### config.mk
export PLATFORM = sky130hd
export DESIGN_NAME = ft_fifo_pipe
export DESIGN_NICKNAME = d
export VERILOG_FILES = /design/src/rtl/ft_fifo_pkg.sv /design/src/rtl/ft_fifo_pipe.sv
export SDC_FILE = /design/constraint.sdc
export NUM_CORES = 1
export LEC_CHECK = 0
export ABC_CLOCK_PERIOD_IN_PS = 3200
export BUFFER_PORTS_ARGS = -buffer_cell sky130_fd_sc_hd__buf_4
export CAP_MARGIN = 20
export CORE_ASPECT_RATIO = 0.5
export CORE_MARGIN = 3
export CORE_UTILIZATION = 40
export CTS_CLUSTER_SIZE = 28
export DETAILED_ROUTE_END_ITERATION = 16
export MAX_ROUTING_LAYER = met4
export PLACE_DENSITY = 0.56
export REMOVE_ABC_BUFFERS = 1
export SLEW_MARGIN = 20
export SYNTH_ARGS = -nofsm -noshare
export SYNTH_HDL_FRONTEND = slang
export SYNTH_SLANG_ARGS = --single-unit
### constraint.sdc
create_clock -name clk -period 3.2 [get_ports clk]
set_input_delay 0.32 -clock clk [delete_from_list [all_inputs] [get_ports clk]]
set_output_delay 0.32 -clock clk [all_outputs]
set_load 0.005 [all_outputs]
### src/rtl/ft_fifo_pkg.sv
// Shared sizing helpers for the fall-through FIFO pipe that sits behind a
// fixed-latency RAM FIFO.
package ft_fifo_pkg;

    // Skid depth: one entry per read that can be in flight, plus one entry
    // so that a pop and a refill can overlap every cycle.
    function automatic int depth_of(input int rd_lat);
        return rd_lat + 1;
    endfunction

    // Width of the occupancy counter; it must be able to hold 0..DEPTH.
    function automatic int count_w(input int rd_lat);
        return $clog2(rd_lat + 2);
    endfunction

    // Width of a skid pointer; it never drops below one bit.
    function automatic int ptr_w(input int depth);
        return (depth > 1) ? $clog2(depth) : 1;
    endfunction

endpackage : ft_fifo_pkg

### src/rtl/ft_fifo_pipe.sv
// Fall-through FIFO stage behind a RAM FIFO with an RD_LAT-cycle read latency.
// Each read is tracked through a valid shift register. Returning data lands in a
// DEPTH-entry skid buffer, and the head of that buffer drives ft_data.
// ram_pop is only issued when the skid has room for every outstanding read,
// so a write into a full skid cannot happen.
module ft_fifo_pipe
    import ft_fifo_pkg::*;
#(
    parameter int FIFO_WIDTH = 32,
    parameter int RD_LAT     = 2,
    parameter bit LESS_RST   = 1'b0
) (
    input  logic                          clk,
    input  logic                          rst_n,
    input  logic                          sync_rst_n,
    input  logic                          ram_fifo_empty,
    input  logic [FIFO_WIDTH-1:0]         ram_fifo_data,
    output logic                          ram_pop,
    input  logic                          ft_pop,
    output logic                          ft_valid,
    output logic [FIFO_WIDTH-1:0]         ft_data,
    output logic [count_w(RD_LAT)-1:0]    ft_count,
    output logic                          underflow_err
);

    localparam int DEPTH = depth_of(RD_LAT);
    localparam int CW    = count_w(RD_LAT);
    localparam int PW    = ptr_w(DEPTH);
    // One extra bit so that occupancy plus in-flight reads cannot wrap.
    localparam int SW    = CW + 1;

    // sr_q[0] is the final stage: its data is on ram_fifo_data this cycle.
    logic [RD_LAT-1:0]      sr_q, sr_d;
    logic [PW-1:0]          wr_ptr_q, wr_ptr_d;
    logic [PW-1:0]          rd_ptr_q, rd_ptr_d;
    logic [CW-1:0]          cnt_q, cnt_d;
    logic [DEPTH-1:0]       vld_q, vld_d;
    logic                   err_q, err_d;
    logic [FIFO_WIDTH-1:0]  mem_q [DEPTH];
    logic [FIFO_WIDTH-1:0]  mem_d [DEPTH];

    logic                   pop_fire;
    logic                   wr_en;
    logic [SW-1:0]          inflight;
    logic [SW-1:0]          occ;

    // The pointers wrap explicitly, so a DEPTH that is not a power of two works.
    function automatic logic [PW-1:0] ptr_inc(input logic [PW-1:0] p);
        return (p == PW'(DEPTH - 1)) ? '0 : p + PW'(1);
    endfunction

    assign ft_valid      = vld_q[rd_ptr_q];
    assign ft_data       = mem_q[rd_ptr_q];
    assign ft_count      = cnt_q;
    assign underflow_err = err_q;

    // Decide whether a RAM read can be issued this cycle.
    always_comb begin
        // NOTE: every variable gets a default value first, so that no path infers a latch.
        inflight = '0;
        for (int i = 0; i < RD_LAT; i++) begin
            inflight = inflight + SW'(sr_q[i]);
        end
        pop_fire = ft_valid && ft_pop;
        // A flush has priority over landing RAM data.
        wr_en    = sr_q[0] && sync_rst_n;
        // The read landing this cycle is not in cnt_q yet, so it still counts as in flight.
        occ      = SW'(cnt_q) + inflight - SW'(pop_fire);
        ram_pop  = rst_n && sync_rst_n && !ram_fifo_empty && (occ < SW'(DEPTH));
    end

    // Next state of the shift register, the pointers, the valid bits and the count.
    always_comb begin
        sr_d     = sr_q;
        wr_ptr_d = wr_ptr_q;
        rd_ptr_d = rd_ptr_q;
        cnt_d    = cnt_q;
        vld_d    = vld_q;
        if (!sync_rst_n) begin
            sr_d     = '0;
            wr_ptr_d = '0;
            rd_ptr_d = '0;
            cnt_d    = '0;
            vld_d    = '0;
        end else begin
            for (int i = 0; i < RD_LAT - 1; i++) begin
                sr_d[i] = sr_q[i+1];
            end
            sr_d[RD_LAT-1] = ram_pop;
            if (pop_fire) begin
                vld_d[rd_ptr_q] = 1'b0;
                rd_ptr_d        = ptr_inc(rd_ptr_q);
            end
            if (wr_en) begin
                vld_d[wr_ptr_q] = 1'b1;
                wr_ptr_d        = ptr_inc(wr_ptr_q);
            end
            cnt_d = cnt_q + CW'(wr_en) - CW'(pop_fire);
        end
        // This flag is sticky, and a flush does not clear it.
        err_d = err_q | (ft_pop & ~ft_valid);
    end

    // Next state of the skid storage: returning RAM data is written at the tail.
    always_comb begin
        mem_d = mem_q;
        if (wr_en) begin
            mem_d[wr_ptr_q] = ram_fifo_data;
        end
    end

    // Control state registers.
    always_ff @(posedge clk or negedge rst_n) begin
        // NOTE: sequential state uses non-blocking assignments only, so that every flop samples pre-edge values.
        if (!rst_n) begin
            sr_q     <= '0;
            wr_ptr_q <= '0;
            rd_ptr_q <= '0;
            cnt_q    <= '0;
            vld_q    <= '0;
            err_q    <= 1'b0;
        end else begin
            sr_q     <= sr_d;
            wr_ptr_q <= wr_ptr_d;
            rd_ptr_q <= rd_ptr_d;
            cnt_q    <= cnt_d;
            vld_q    <= vld_d;
            err_q    <= err_d;
        end
    end

    generate
        if (LESS_RST) begin : g_mem_nrst
            // Data storage register without a reset; the valid bits guard every read.
            always_ff @(posedge clk) begin
                // NOTE: the data array has no reset here, because ft_data is only meaningful while ft_valid is set.
                mem_q <= mem_d;
            end
        end else begin : g_mem_rst
            // Data storage register that resets to zero, so ft_data reads 0 after reset.
            always_ff @(posedge clk or negedge rst_n) begin
                if (!rst_n) begin
                    mem_q <= '{default: '0};
                end else begin
                    mem_q <= mem_d;
                end
            end
        end
    endgenerate

    a_rd_lat_range: assert property (@(posedge clk) (RD_LAT >= 1) && (RD_LAT <= 4));

    a_no_overflow: assert property (@(posedge clk) disable iff (!rst_n)
        !(wr_en && !pop_fire && (cnt_q == CW'(DEPTH))));

    a_count_range: assert property (@(posedge clk) disable iff (!rst_n)
        cnt_q <= CW'(DEPTH));

endmodule : ft_fifo_pipe

# Yosys cells after proc, flatten, opt, wreduce, memory -nomap -nowiden
# Cells that the tools add are included.
# totals
ff_bits	108
latchBits	0
ram_bits	0
romBits	0
in_bits	37
output_inout_bits	37
elab_cells	69
mem_count	0
# classes
addsub	7
mul	0
n_div	0
n_lt_le_gt_ge	8
eq_ne	4
shift	0
muxes	24
bitwise	8
n_reduce_logical	9
# ops
op	count
bitwise mux 96 bit	1
two-way mux 32 bit	3
binary-select mux 32 bit (select 2 bit)	1
demux 32 bit (select 2 bit)	1
two-way mux 2 bit	8
two-way mux 3 bit	4
logical AND 1 bit	8
greater-or-equal comparator 3 bit (second input constant)	2
less-than comparator 2 x 3 -> 1 bit (second input constant)	2
inverter 2 -> 3 bit	2
adder 2 x 1 -> 2 bit (second input constant)	2
demux 1 bit (select 2 bit)	2
== test 2 bit (second input constant)	2
greater-or-equal comparator 2 x 1 -> 1 bit (second input constant)	2
inequality test 2 x 1 -> 1 bit (second input constant)	2
adder 2 x 2 -> 3 bit	1
bitwise AND 3 bit	1
less-than comparator 3 x 1 -> 1 bit (second input constant)	1
less-than comparator 3 x 2 -> 1 bit (second input constant)	1
two-way mux 1 bit	3
inverter 3 bit	1
bitwise OR 3 bit	1
subtractor 3 x 1 -> 3 bit	1
adder 1 x 1 -> 2 bit	1
7 further kinds	7

# Depth between registers and ports, before layout
# logic_depth
depth_word	11
mapped_depth	9

# Worst setup path before layout
# Ideal clock, no wire load.
# synth_timing
path_kind	flip-flop to output port
start	reg rd_ptr_q[0]
end	out ram_pop
arrival_ns	2.390
t_required_ns	2.880
path_slack_ns	0.490
stages_incl_launch_ff	9
path_buffers	1
path_cell_list	dfrtp_1 -> buf_2 -> nand2b_1 -> o22ai_1 -> ha_1 -> fa_1 -> inv_1 -> fa_1 -> a2111oi_0
# synth_between
elab_chain_len	6
# synth_lines
element	line	rtl
start: declaration	ft_fifo_pipe.sv:35	logic [PW-1:0] rd_ptr_q, rd_ptr_d;
start signal: assignment	ft_fifo_pipe.sv:125	rd_ptr_q <= rd_ptr_d;
binary-select mux 1 bit (select 2 bit)	ft_fifo_pipe.sv:52	assign ft_valid = vld_q[rd_ptr_q];
two-way mux 1 bit (implied by the code)	ft_fifo_pipe.sv:52	
logical AND 1 bit	ft_fifo_pipe.sv:64	pop_fire = ft_valid && ft_pop;
subtractor 3 x 1 -> 3 bit	ft_fifo_pipe.sv:68	occ = SW'(cnt_q) + inflight - SW'(pop_fire);
less-than comparator 3 x 2 -> 1 bit	ft_fifo_pipe.sv:69	ram_pop = rst_n && sync_rst_n && !ram_fifo_empty && (occ < SW'(DEPTH));
logical AND 1 bit	ft_fifo_pipe.sv:69	
end: declaration	ft_fifo_pipe.sv:18	output logic ram_pop,
# Every way passes these cells. The select of a mux whose other input is x is not followed.

# Worst setup path after layout
# Ends and elaborated chain as after synthesis.

==> summary.md <==
| Metric | Value |
|---|---|
| CTS tree | `yes` |
| GRT Total Usage | `0.165` |
| Post-synthesis sequential area ratio | `0.527` |
| Buf+Inv Stages, Crit Path | `2` |
| Layout Skew | `roughly 0.0065 ns` |
| DRT Pass-1 Iters | `4` |
| FF-to-FF End | `sr_q[1]` |
| Die area | `~0.014 mm^2` |
| Fillers | `1040` |
| Top_reg_cell synth | `dfrtp_1` |
| Syn avg cell area | `around 15 um^2` |
| Worst r2r src | `rd_ptr_q[0]` |
| DP Cell Count | `about 570` |
| Switching power | `0.786 mW` |
| Final Hold Fails | `0` |
| Hpwl dp | `approximately 7000 um` |
| Vias in the first global route | `around 3500` |
| WL final | `between 10000 and 15000 um` |
| Worst path slowest cell | `fa_1` |
| Pin count of the biggest net entering global routing | `between 40 and 50` |
| Rows | `28` |
| Max VDD drop | `between 200 and 250 uV` |
| Slowest stage delay, CP | `around 0.46 ns` |
| Grt ovf | `0` |
| Crit. Startpoint | `rd_ptr_q[0]` |
| Period utilisation layout | `0.977` |
| Lkg Pwr | `~2.9 nW` |
| Post-layout minimum cycle time | `roughly 3.1 ns` |
| Slew @ Worst Pin | `around 0.77 ns` |
| Residual DRC | `0` |
| Worst EP required | `~2.9 ns` |
| Ports | `between 70 and 80` |
| Initial antenna violation count | `0` |
| Die width | `166 um` |
| CTS Root Cell | `clkbuf_16` |
| Final slew viol count | `0` |
| Max-slew headroom | `0.488` |
| Comb pwr share | `0.191` |
| Share of Yosys cell area claimed by the top area cell type | `0.527` |
| WP data arrival | `~2.8 ns` |
| Critical path depth in cells | `8` |
| Worst-Skew Late Latency | `approximately 0.34 ns` |
| Sink Count | `~110` |
| Sw frac | `0.234` |
| Final net count | `461` |
| Setup-failing EPs final | `0` |
| Clock Tree Buf Depth | `2` |
| Yosys reg bits | `roughly 110` |
| Commonest non-fill, non-tap cell in the layout | `dfrtp_1` |
| Iter 0 DRT Violations | `roughly 150` |
| Type of origin of the critical path | `register` |
| Yosys warning count | `0` |
| Status | `complete, no violations` |
| Clock transition at path regs | `approximately 0.070 ns` |
| Min-delay src | `ram_fifo_empty` |
| Power Density | `546 mW/mm^2` |
| Drt wl/cell | `around 19 um` |
| Setup TNS | `0 ns` |
| Cell depth of the worst flop-to-flop path | `7` |
| Fraction of registers with async set/reset | `1.00` |
| Antenna Nets Post-Route | `0` |
| Antenna diode count | `0` |
| Vias per Instance | `about 5.2` |
| Max-cap viol count | `0` |
| Clk network pwr share | `0.333` |
| Pwr Total | `roughly 3.4 mW` |
| Final std cells w/o fill | `roughly 590` |
| H-tree depth | `3` |
| CP Cell Sequence | `mux2i_4 > o22ai_2 > ha_1 > fa_2 > inv_2 > fa_1 > a2111oi_4 > buf_4` |
| Hold Crit Class | `primary input to register` |
| Finished layout cell area | `between 0.006 and 0.007 mm^2` |
| EDFF count, synth | `0` |
| WHS Path Cells | `2` |
| Dpl cell area | `slightly below 0.006 mm^2` |
| Largest area contributor in the synthesized netlist | `dfrtp_1` |
| Syn Inst Count | `around 350` |
| Post-route setup slack | `~0.074 ns` |
| Die Y | `86.1 um` |
| CTS Buf Count | `9` |
| Number of distinct library cells after synthesis | `39` |
| Synth top area cells | `dfrtp_1, mux2_2, mux2_4, mux2i_1, o2bb2ai_1` |
| Reg2Reg Setup Slack | `roughly 0.66 ns` |
| Setup CP Type | `register to output pin` |
| Sequential fraction of design power | `0.476` |
| FMAX | `320 MHz` |
| CP max FO | `3` |
| Area growth, synth to finish | `19.6%` |
| Initial core utilization | `0.422` |
| Critical Path Sink Type | `output pin` |
| Pre-CTS WS | `roughly 0.22 ns` |
| Vias | `approximately 3000` |
| Mapped cell area | `roughly 0.0051 mm^2` |
| Share of layout cells above drive strength 1 | `0.478` |
| Crit-path leading delay family | `adder cells` |
| Placeable core area | `roughly 0.012 mm^2` |
| Global-route wire length before repair | `18100 um` |
| Port Buf Inserts | `73` |
| Int Power | `roughly 2.6 mW` |
| Hold endpoint | `sr_q[1]` |
| Gpl congestion | `around 0.76` |
| Most frequent cells in the layout | `dfrtp_1, buf_4, mux2_2` |
==> per-stage QoR <==
step | util | hold slack [ns]
after CTS | 0.502 | 0.143
after global placement | 0.475 | 0.287
after floorplan | - | 0.0244
after detailed placement | 0.475 | 0.300
final | 0.505 | 0.172
after global routing | 0.505 | 0.172
==> final cells by class <==
cell class | instances | area (um^2) | share of cell area
clock inverters | 2 | 35.0 | 0.00571
multi-input cells | 208 | 2250 | 0.367
flip-flops and latches | 108 | 2710 | 0.441
repair buffers | 82 | 643 | 0.105
well taps | 165 | 206 | 0.0336
clock buffers | 13 | 260 | 0.0424
inverters | 10 | 37.5 | 0.00612
==> worst max path at each step <==
stage               endpoint  slack (ns)
floorplan            ram_pop       -0.54
global placement     ram_pop        0.39
detailed placement   ram_pop        0.22
CTS                  ram_pop        0.02
global route         ram_pop      -0.003
finish               ram_pop        0.07
==> synth_stat cells, drive strengths merged, types with 2 or more instances <==
cell type and number:
mux2i 34, ha 3, fa 2, dfrtp 108
nor2 2, o2bb2ai 32, nand2 7, a2111oi 2
a21oi 3, o21ai 3, nand2b 3, clkbuf 2
inv 10, and3b 3, buf 24, and2 2
nor2b 2, mux2 96, nand4b 2
==> registers in the layout, indices dropped and copies added (netlist names) <==
register       cells
mem_q             96
vld_q              3
ft_count           2
rd_ptr_q           2
sr_q               2
wr_ptr_q           2
underflow_err      1
==> layer usage <==
layer,vias up,share of wire,track usage
met3,8,0.029,0.0382
li1,1409,-,-
met1,1577,0.47,0.209
met4,0,0.0080,0.0325
met5,-,0,-
met2,57,0.50,0.276
==> repair_timing <==
item,4_1_cts,5_1_grt
hold buffers,1,0
endpoints found under the hold margin,30,0
buffers inserted,0,1
resized for setup,4,5
pin swaps,1,2
setup endpoints to repair,1,1
==> logic make-up after synthesis <==
family | after synthesis | share of synthesized area
AND/OR/NAND/NOR | 26 | 0.0363
AO/OA/AOI/OAI | 45 | 0.0719
multiplexers | 130 | 0.298
buffers and inverters | 36 | 0.0456
XOR/XNOR | 2 | 0.00610
adder cells (fa/ha/maj) | 5 | 0.0151
flip-flops | 108 | 0.527
==> power groups by stage <==
stage	combinational [mW]	clock (mW)	sequential, mW
finish	0.640	1.12	1.59
CTS	0.652	1.16	1.59
global route	0.704	1.20	1.61
global placement	0.629	0	1.61
detailed placement	0.647	0	1.62
floorplan	0.342	0	1.59
Note: power is estimated with default switching activity, not from simulation.
